## src/rtl/apb_modport_bridge.sv

```systemverilog
// AHB-Lite slave to APB master bridge with four 64 MB APB slaves behind BASE_ADDR.
// Optional macro BRIDGE_ERR_RESP_EN: out-of-range transfers get a two-cycle ERROR response.
module apb_modport_bridge #(
  parameter int                 ADDR_W        = 32,
  parameter int                 DATA_W        = 32,
  parameter logic [ADDR_W-1:0]  BASE_ADDR     = 32'h8000_0000,
  parameter int                 SLV_SPAN_LOG2 = 26
) (
  input  logic              clk,
  input  logic              Hresetn,
  input  logic [1:0]        Htrans,
  input  logic              Hwrite,
  input  logic              Hreadyin,
  input  logic [ADDR_W-1:0] Haddr,
  input  logic [DATA_W-1:0] Hwdata,
  output logic [DATA_W-1:0] Hrdata,
  output logic              Hreadyout,
  output logic [1:0]        Hresp,
  input  logic [DATA_W-1:0] Prdata,
  output logic [3:0]        Pselx,
  output logic              Penable,
  output logic              Pwrite,
  output logic [ADDR_W-1:0] Paddr,
  output logic [DATA_W-1:0] Pwdata
);

`ifdef BRIDGE_ERR_RESP_EN
  typedef enum logic [2:0] {
    S_IDLE, S_WWAIT, S_READ, S_RENABLE, S_WRITE, S_WENABLE, S_ERR1, S_ERR2
  } state_t;
`else
  typedef enum logic [2:0] {
    S_IDLE, S_WWAIT, S_READ, S_RENABLE, S_WRITE, S_WENABLE
  } state_t;
`endif

  // Range compare is done one bit wider so a region ending at the top of memory still works.
  localparam logic [ADDR_W:0] RANGE_LO = {1'b0, BASE_ADDR};
  localparam logic [ADDR_W:0] RANGE_HI = RANGE_LO + ({{(ADDR_W-2){1'b0}}, 3'd4} << SLV_SPAN_LOG2);

  state_t            state_q, state_d;
  logic [3:0]        sel_q, sel_d;
  logic [3:0]        Pselx_q, Pselx_d;
  logic              Penable_q, Penable_d;
  logic              Pwrite_q, Pwrite_d;
  logic [ADDR_W-1:0] Paddr_q, Paddr_d;
  logic [DATA_W-1:0] Pwdata_q, Pwdata_d;
  logic              Hreadyout_q, Hreadyout_d;
  logic [1:0]        Hresp_q, Hresp_d;

  logic [1:0] slv_idx;
  logic [3:0] dec_sel;
  logic       in_range;
  logic       trans_active;
  logic       can_accept;
  logic       acc_ok;
  logic       acc_err;

  assign slv_idx = Haddr[SLV_SPAN_LOG2 +: 2];

  genvar gi;
  generate
    for (gi = 0; gi < 4; gi++) begin : g_dec
      assign dec_sel[gi] = (slv_idx == 2'(gi));
    end
  endgenerate

  assign in_range     = ({1'b0, Haddr} >= RANGE_LO) && ({1'b0, Haddr} < RANGE_HI);
  assign trans_active = (Htrans == 2'b10) || (Htrans == 2'b11);
  assign can_accept   = (state_q == S_IDLE) || (state_q == S_RENABLE) || (state_q == S_WENABLE);
  assign acc_ok       = can_accept && Hreadyout_q && Hreadyin && trans_active && in_range;
  assign acc_err      = can_accept && Hreadyout_q && Hreadyin && trans_active && !in_range;

  always_comb begin
    state_d     = state_q;
    sel_d       = sel_q;
    Paddr_d     = Paddr_q;
    Pwrite_d    = Pwrite_q;
    Pwdata_d    = Pwdata_q;
    Pselx_d     = 4'b0000;
    Penable_d   = 1'b0;
    Hreadyout_d = 1'b1;
    Hresp_d     = 2'b00;

    case (state_q)
      S_WWAIT: state_d = S_WRITE;
      S_READ:  state_d = S_RENABLE;
      S_WRITE: state_d = S_WENABLE;
`ifdef BRIDGE_ERR_RESP_EN
      S_ERR1:  state_d = S_ERR2;
      S_ERR2:  state_d = S_IDLE;
`endif
      default: begin
        if (acc_ok) begin
          state_d = Hwrite ? S_WWAIT : S_READ;
`ifdef BRIDGE_ERR_RESP_EN
        end else if (acc_err) begin
          state_d = S_ERR1;
`endif
        end else begin
          state_d = S_IDLE;
        end
      end
    endcase

    // APB address/direction are captured once per transfer and then held.
    if (acc_ok) begin
      sel_d    = dec_sel;
      Paddr_d  = Haddr;
      Pwrite_d = Hwrite;
    end
    if (state_q == S_WWAIT) begin
      Pwdata_d = Hwdata;
    end

    // Outputs are a function of the state being entered, so they come straight from flops.
    case (state_d)
      S_WWAIT:   Hreadyout_d = 1'b0;
      S_READ:    begin Pselx_d = sel_d; Hreadyout_d = 1'b0; end
      S_RENABLE: begin Pselx_d = sel_d; Penable_d = 1'b1; end
      S_WRITE:   begin Pselx_d = sel_d; Hreadyout_d = 1'b0; end
      S_WENABLE: begin Pselx_d = sel_d; Penable_d = 1'b1; end
`ifdef BRIDGE_ERR_RESP_EN
      S_ERR1:    begin Hreadyout_d = 1'b0; Hresp_d = 2'b01; end
      S_ERR2:    Hresp_d = 2'b01;
`endif
      default:   ;
    endcase
  end

  always_ff @(posedge clk or negedge Hresetn) begin
    if (!Hresetn) begin
      state_q     <= S_IDLE;
      sel_q       <= 4'b0000;
      Pselx_q     <= 4'b0000;
      Penable_q   <= 1'b0;
      Pwrite_q    <= 1'b0;
      Paddr_q     <= '0;
      Pwdata_q    <= '0;
      Hreadyout_q <= 1'b1;
      Hresp_q     <= 2'b00;
    end else begin
      state_q     <= state_d;
      sel_q       <= sel_d;
      Pselx_q     <= Pselx_d;
      Penable_q   <= Penable_d;
      Pwrite_q    <= Pwrite_d;
      Paddr_q     <= Paddr_d;
      Pwdata_q    <= Pwdata_d;
      Hreadyout_q <= Hreadyout_d;
      Hresp_q     <= Hresp_d;
    end
  end

  assign Pselx     = Pselx_q;
  assign Penable   = Penable_q;
  assign Pwrite    = Pwrite_q;
  assign Paddr     = Paddr_q;
  assign Pwdata    = Pwdata_q;
  assign Hreadyout = Hreadyout_q;
  assign Hresp     = Hresp_q;
  assign Hrdata    = Prdata;

endmodule

```

## config.mk

```make
export PLATFORM = sky130hd
export DESIGN_NAME = apb_modport_bridge
export DESIGN_NICKNAME = d
export VERILOG_FILES = /design/src/rtl/apb_modport_bridge.sv
export SDC_FILE = /design/constraint.sdc
export NUM_CORES = 1
export LEC_CHECK = 0
export CAP_MARGIN = 25
export CORE_MARGIN = 4
export CORE_UTILIZATION = 40
export DETAILED_ROUTE_END_ITERATION = 10
export MAX_ROUTING_LAYER = met4
export PLACE_DENSITY = 0.95
export RECOVER_POWER = 25
export SETUP_SLACK_MARGIN = 0.15
export SLEW_MARGIN = 20
export SYNTH_ARGS = -nofsm -noshare
export SYNTH_HDL_FRONTEND = slang
export SYNTH_SLANG_ARGS = --single-unit
```

## constraint.sdc

```tcl
create_clock -name clk -period 2.3 [get_ports clk]
set_input_delay 0.46 -clock clk [delete_from_list [all_inputs] [get_ports clk]]
set_output_delay 0.46 -clock clk [all_outputs]
set_load 0.05 [all_outputs]
```

Word level (Yosys, flattened, before mapping):

Index checks and enable logic that the tools add are counted.

* logic and storage cells: 45
* bits of input ports: 102
* output and inout bits: 105
* register bits: 78

* reductions and logical operators: 13
* equality and inequality tests: 15
* magnitude comparators: 2
* mux-type cells: 7

Operator list (number)
* $ge 32x32->1 const B: 1
* $lt 32x32->1 const B: 1
* $eq 3x2->1 const B: 4
* $eq 3x3->1 const B: 4
* $pmux 3 s3: 1
* $eq 2x2->1 const B: 4
* $mux 4: 2
* $eq 3x1->1 const B: 2
* $logic_and 1x1->1: 5
* $mux 2: 2
* $reduce_or 4->1: 1
* $logic_not 3->1: 1
* $logic_or 1x1->1: 3
* $reduce_or 3->1: 1
* $eq 2x1->1 const B: 1
* $logic_not 2->1: 1
* $mux 1: 2
* $reduce_or 2->1: 1

Depth between registers and ports, before layout:

Gate-level depths: netlist of the first run.

* depth in word-level cells: 12
* depth in mapped cells: 5
* depth with buffers taken out: 4

Least setup slack after synthesis of the first run:

Ideal clock, no wire load.

* path type: in2reg
* from: input Haddr[28]
* to: register sel_q[0]
* buffers on the path: 1
* setup time: 0.127 ns
* setup slack: 0.610 ns
* stages: 5
* required time: 2.173 ns
* arrival time: 1.563 ns
* path through: and4bb_2 -> and4b_1 -> o21a_1 -> buf_4 -> mux2_1

* longest elaborated chain between the ends: 4
* elaborated cells between the ends (all ways): 5
* classes of those cells: order compare: 2; mux: 1; reduce/logical: 2

Ends and longest elaborated chain
* start: declaration: line 14 `input logic [ADDR_W-1:0] Haddr,`
* $ge 32x32->1 / $lt 32x32->1 (equally long branches): line 68 `assign in_range = ({1'b0, Haddr} >= RANGE_LO) && ({1'b0, Haddr} < RANGE_HI);`
* $logic_and 1x1->1 *: line 68
* $logic_and 1x1->1 *: line 71 `assign acc_ok = can_accept && Hreadyout_q && Hreadyin && trans_active && in_range;`
* $mux 4 *: line 107 `if (acc_ok) begin`
* net sel_d[0]: line 42 `logic [3:0] sel_q, sel_d;`
* end signal: assignment: line 144 `sel_q <= sel_d;`
* end: declaration: line 42

Mark *: on every way through the listed nets, which the timed path passes. The rest lies on a longest branch.
A chain may end at the register's enable or synchronous reset.

Final worst setup path of the first run:

* from: register Pwdata_q[10] (netlist: Pwdata[10])
* to: output Pwdata[10]

RTL lines
* start: declaration: line 47 `logic [DATA_W-1:0] Pwdata_q, Pwdata_d;`
* start signal: assignment: line 149 `Pwdata_q <= Pwdata_d;`
* end: declaration: line 24 `output logic [DATA_W-1:0] Pwdata`

No word-level cell between the ends.

==> impl_metrics.json, run 1 <==
{
  "layout_commonest_cell": "clkdlybuf4s50_1",
  "cp_top_family": "buffers and inverters",
  "clk_path_buf_depth": 2,
  "ctsHoldBuffers": 0,
  "path_buf_inv": 1,
  "peakVddDrop_v": 0.000668,
  "n_antenna_cell": 0,
  "drv_slew": 0,
  "synthesis.area_um2": 3380,
  "startpoint_type": "flop",
  "clkSinkCount": 78,
  "synthAdderAreaFrac_pct": 0.296,
  "cts_root_buf": "clkbuf_8",
  "fmax_ghz": 0.502,
  "critPathCaptureType": "output pin",
  "dp_hpwl_um": 5640,
  "wl_um": 7250,
  "start_util_pct": 41.1,
  "r2r_slack_ps": 440,
  "outcome": "finished clean",
  "setup_viol": 0,
  "drt_iter0_drc": 33,
  "synth_compound_area_share_pct": 2.66,
  "power_density_nw_per_um2": 1480,
  "hp-class": "in -> async",
  "antenna_found_initial": 0,
  "grt.overflow.total": 0,
  "ioPinCount": 207,
  "track_usage_pct": 15.3,
  "wl_met3_um": 584,
  "wl_met2_um": 3700,
  "synth_top_family_by_area": "multiplexers",
  "firstDrtPassIters": 4,
  "fin_setup_tns_ps": 0,
  "drive_gt1_share_pct": 26.0,
  "vias": 2076,
  "avgSynthCellArea_um2": 15.2,
  "path_max_fanout": 2,
  "path_cells": "clkdlybuf4s50_1",
  "post-cts-setup-buffer-count": 0,
  "yosysSeqAreaShare_pct": 57.8,
  "die_area_um2": 9990,
  "grt_pass1_wl_um": 11500,
  "vias_per_cell": 4.64,
  "synth-seq-cells": 78,
  "p_leak_nw": 2.17,
  "synthCells": 223,
  "yosysWarnings": 0,
  "whs_ps": 231,
  "die_h_um": 99.9,
  "fp-row-count": 33,
  "cp_slowest_stage_delay_ps": 810,
  "cp_slowest_cell": "clkdlybuf4s50_1",
  "yosys.area_share.xor_xnor_pct": 0.518,
  "fin_skew_ps": 11.4,
  "maxSlewHeadroom_pct": 35.4,
  "worstPathRequired_ps": 1840,
  "path_clk_slew_ps": 90,
  "detail-route-antenna-nets": 0,
  "grt_max_degree": 42,
  "drv_cap": 0,
  "fin_crit_ps": 1990,
  "nFillCells": 660,
  "worstMarginPinSlew_ps": 969,
  "globalplace.congestion": 0.729,
  "yosys-mux-area-fraction_pct": 24.5,
  "core_area_um2": 8220,
  "final_cell_mix": "137 x clkdlybuf4s50_1, 77 x dfrtp_1, 35 x mux2_2, 26 x mux2_4, 9 x clkbuf_8",
  "insertion_delay_ps": 340,
  "synth-simple-area-share_pct": 4.26,
  "multi_input_area_um2": 1110,
  "numPortBuffers": 139,
  "fin_nets": 439,
  "die_w_um": 99.9,
  "post-route-period-util_pct": 86.7,
  "ff_latch_area_um2": 1950,
  "drcViolationCount": 0,
  "cts_made_buffers": 9,
  "wl_per_cell_um": 16.2,
  "ys_types": 29,
  "cp_data_arrival_time_ps": 1530,
  "area_growth_pct": 44.2,
  "cts_tree": "done",
  "grt_pass1_vias": 2293,
  "rsz0062_at_grt": "no",
  "critPathKind": "reg -> out",
  "routed.top_layer": "met4",
  "finalHoldViolations": 0,
  "htreeDepth": 3,
  "power_mw": 7.23,
  "met1_length_um": 2840
}
-- Yosys cell counts (all sizes together) --
cell type / count / share of area, %
dfstp: 1 / 0.78
xnor2: 2 / 0.52
and2: 5 / 1.0
buf: 43 / 9.7
a21o: 1 / 0.22
maj3: 1 / 0.30
nor2b: 5 / 1.1
nand2: 1 / 0.11
nor2: 6 / 0.67
conb: 1 / 0.11
o22ai: 1 / 0.19
nand2b: 1 / 0.19
and4bb: 1 / 0.37
mux2: 65 / 25
inv: 1 / 0.11
and4b: 1 / 0.30
o21ai: 2 / 0.63
dfrtp: 77 / 57
nand4: 1 / 0.19
a32o: 4 / 1.2
o21a: 2 / 0.44
nor3: 1 / 0.30
-- kinds of logic after synthesis --
logic type,after synthesis
other,1
muxes,65
AOI/OAI and AO/OA,10
adders and majority gates,1
DFF,78
buffers and inverters,44
and+or+nand+nor,22
xor gates and xnor gates,2
-- worst paths after layout --
check	from	endpoint	cells after the start
setup reg to reg	state_q[0]$_DFF_PN0_	Paddr[23]$_DFFE_PN0N_	5
setup / recovery	Pwdata[10]$_DFFE_PN0P_	Pwdata[10]	1
hold reg to reg	Paddr[31]$_DFFE_PN0N_	Paddr[31]$_DFFE_PN0N_	1
min in group clk	Paddr[31]$_DFFE_PN0N_	Paddr[31]$_DFFE_PN0N_	1
hold / removal	Hresetn	Pwdata[10]$_DFFE_PN0P_	1
max in group asynchronous	Hresetn	Pwdata[15]$_DFFE_PN0P_	2
-- through the flow --
stage	area (um^2)	worst slack, ps	instances	utilization [%]
after floorplan	3380	610	224	-
after global placement	4680	60.5	431	56.9
after detailed placement	4680	6.18	431	56.9
after CTS	4890	271	447	59.5
after global routing	4870	193	447	59.3
final	4870	306	447	59.3
-- flip-flops by register name, indices dropped and copies added, names as in the netlist --
| register | count |
|---|---|
| Paddr | 32 |
| Pwdata | 32 |
| Pselx | 4 |
| sel_q | 4 |
| state_q | 3 |
| Hreadyout | 1 |
| Penable | 1 |
| Pwrite | 1 |
-- where the power goes --
group | switching, mW | internal, mW
Sequential | 0.312 | 1.91
Combinational | 2.36 | 1.55
Clock | 0.482 | 0.614
Total | 3.16 | 4.07
-- final cells by class --
class / instances / area share, %
clock buffer: 11 / 2.70
tap: 105 / 2.70
timing repair buffer: 145 / 30.1
clock inverter: 5 / 1.72
sequential: 78 / 40.1
inverter: 1 / 0.0770
multi-input combinational: 102 / 22.7
-- layer usage --
layer  up-vias  global-route usage, %
met5         -                      -
met4         0                   4.73
met3        16                   5.00
met2        93                   24.7
met1      1011                   18.3
li1        956                      -
-- worst reg2reg max path, cell delays in order (launching register included) --
cell and delay [ps]:
dfrtp_1 470, nor2b_4 180, and2_4 180, o21ai_4 340
buf_4 260, mux2_4 320
-- repair_timing --
item / in CTS / in global routing
setup endpoints to repair: 1 / 0
endpoints found under the hold margin: 0 / 0
resized for setup: 1 / 0
Note: power is estimated with default switching activity, not from simulation.
==> inputs of run 2 (changes only) <==
--- a/config.mk
+++ b/config.mk
@@ -8,6 +8,7 @@
 export CAP_MARGIN = 25
 export CORE_MARGIN = 4
 export CORE_UTILIZATION = 40
+export CTS_CLUSTER_DIAMETER = 100
 export DETAILED_ROUTE_END_ITERATION = 10
 export MAX_ROUTING_LAYER = met4
 export PLACE_DENSITY = 0.95
==> results of run 2 <==
The final DEF is identical to that of run 1; final timing and power are the same.
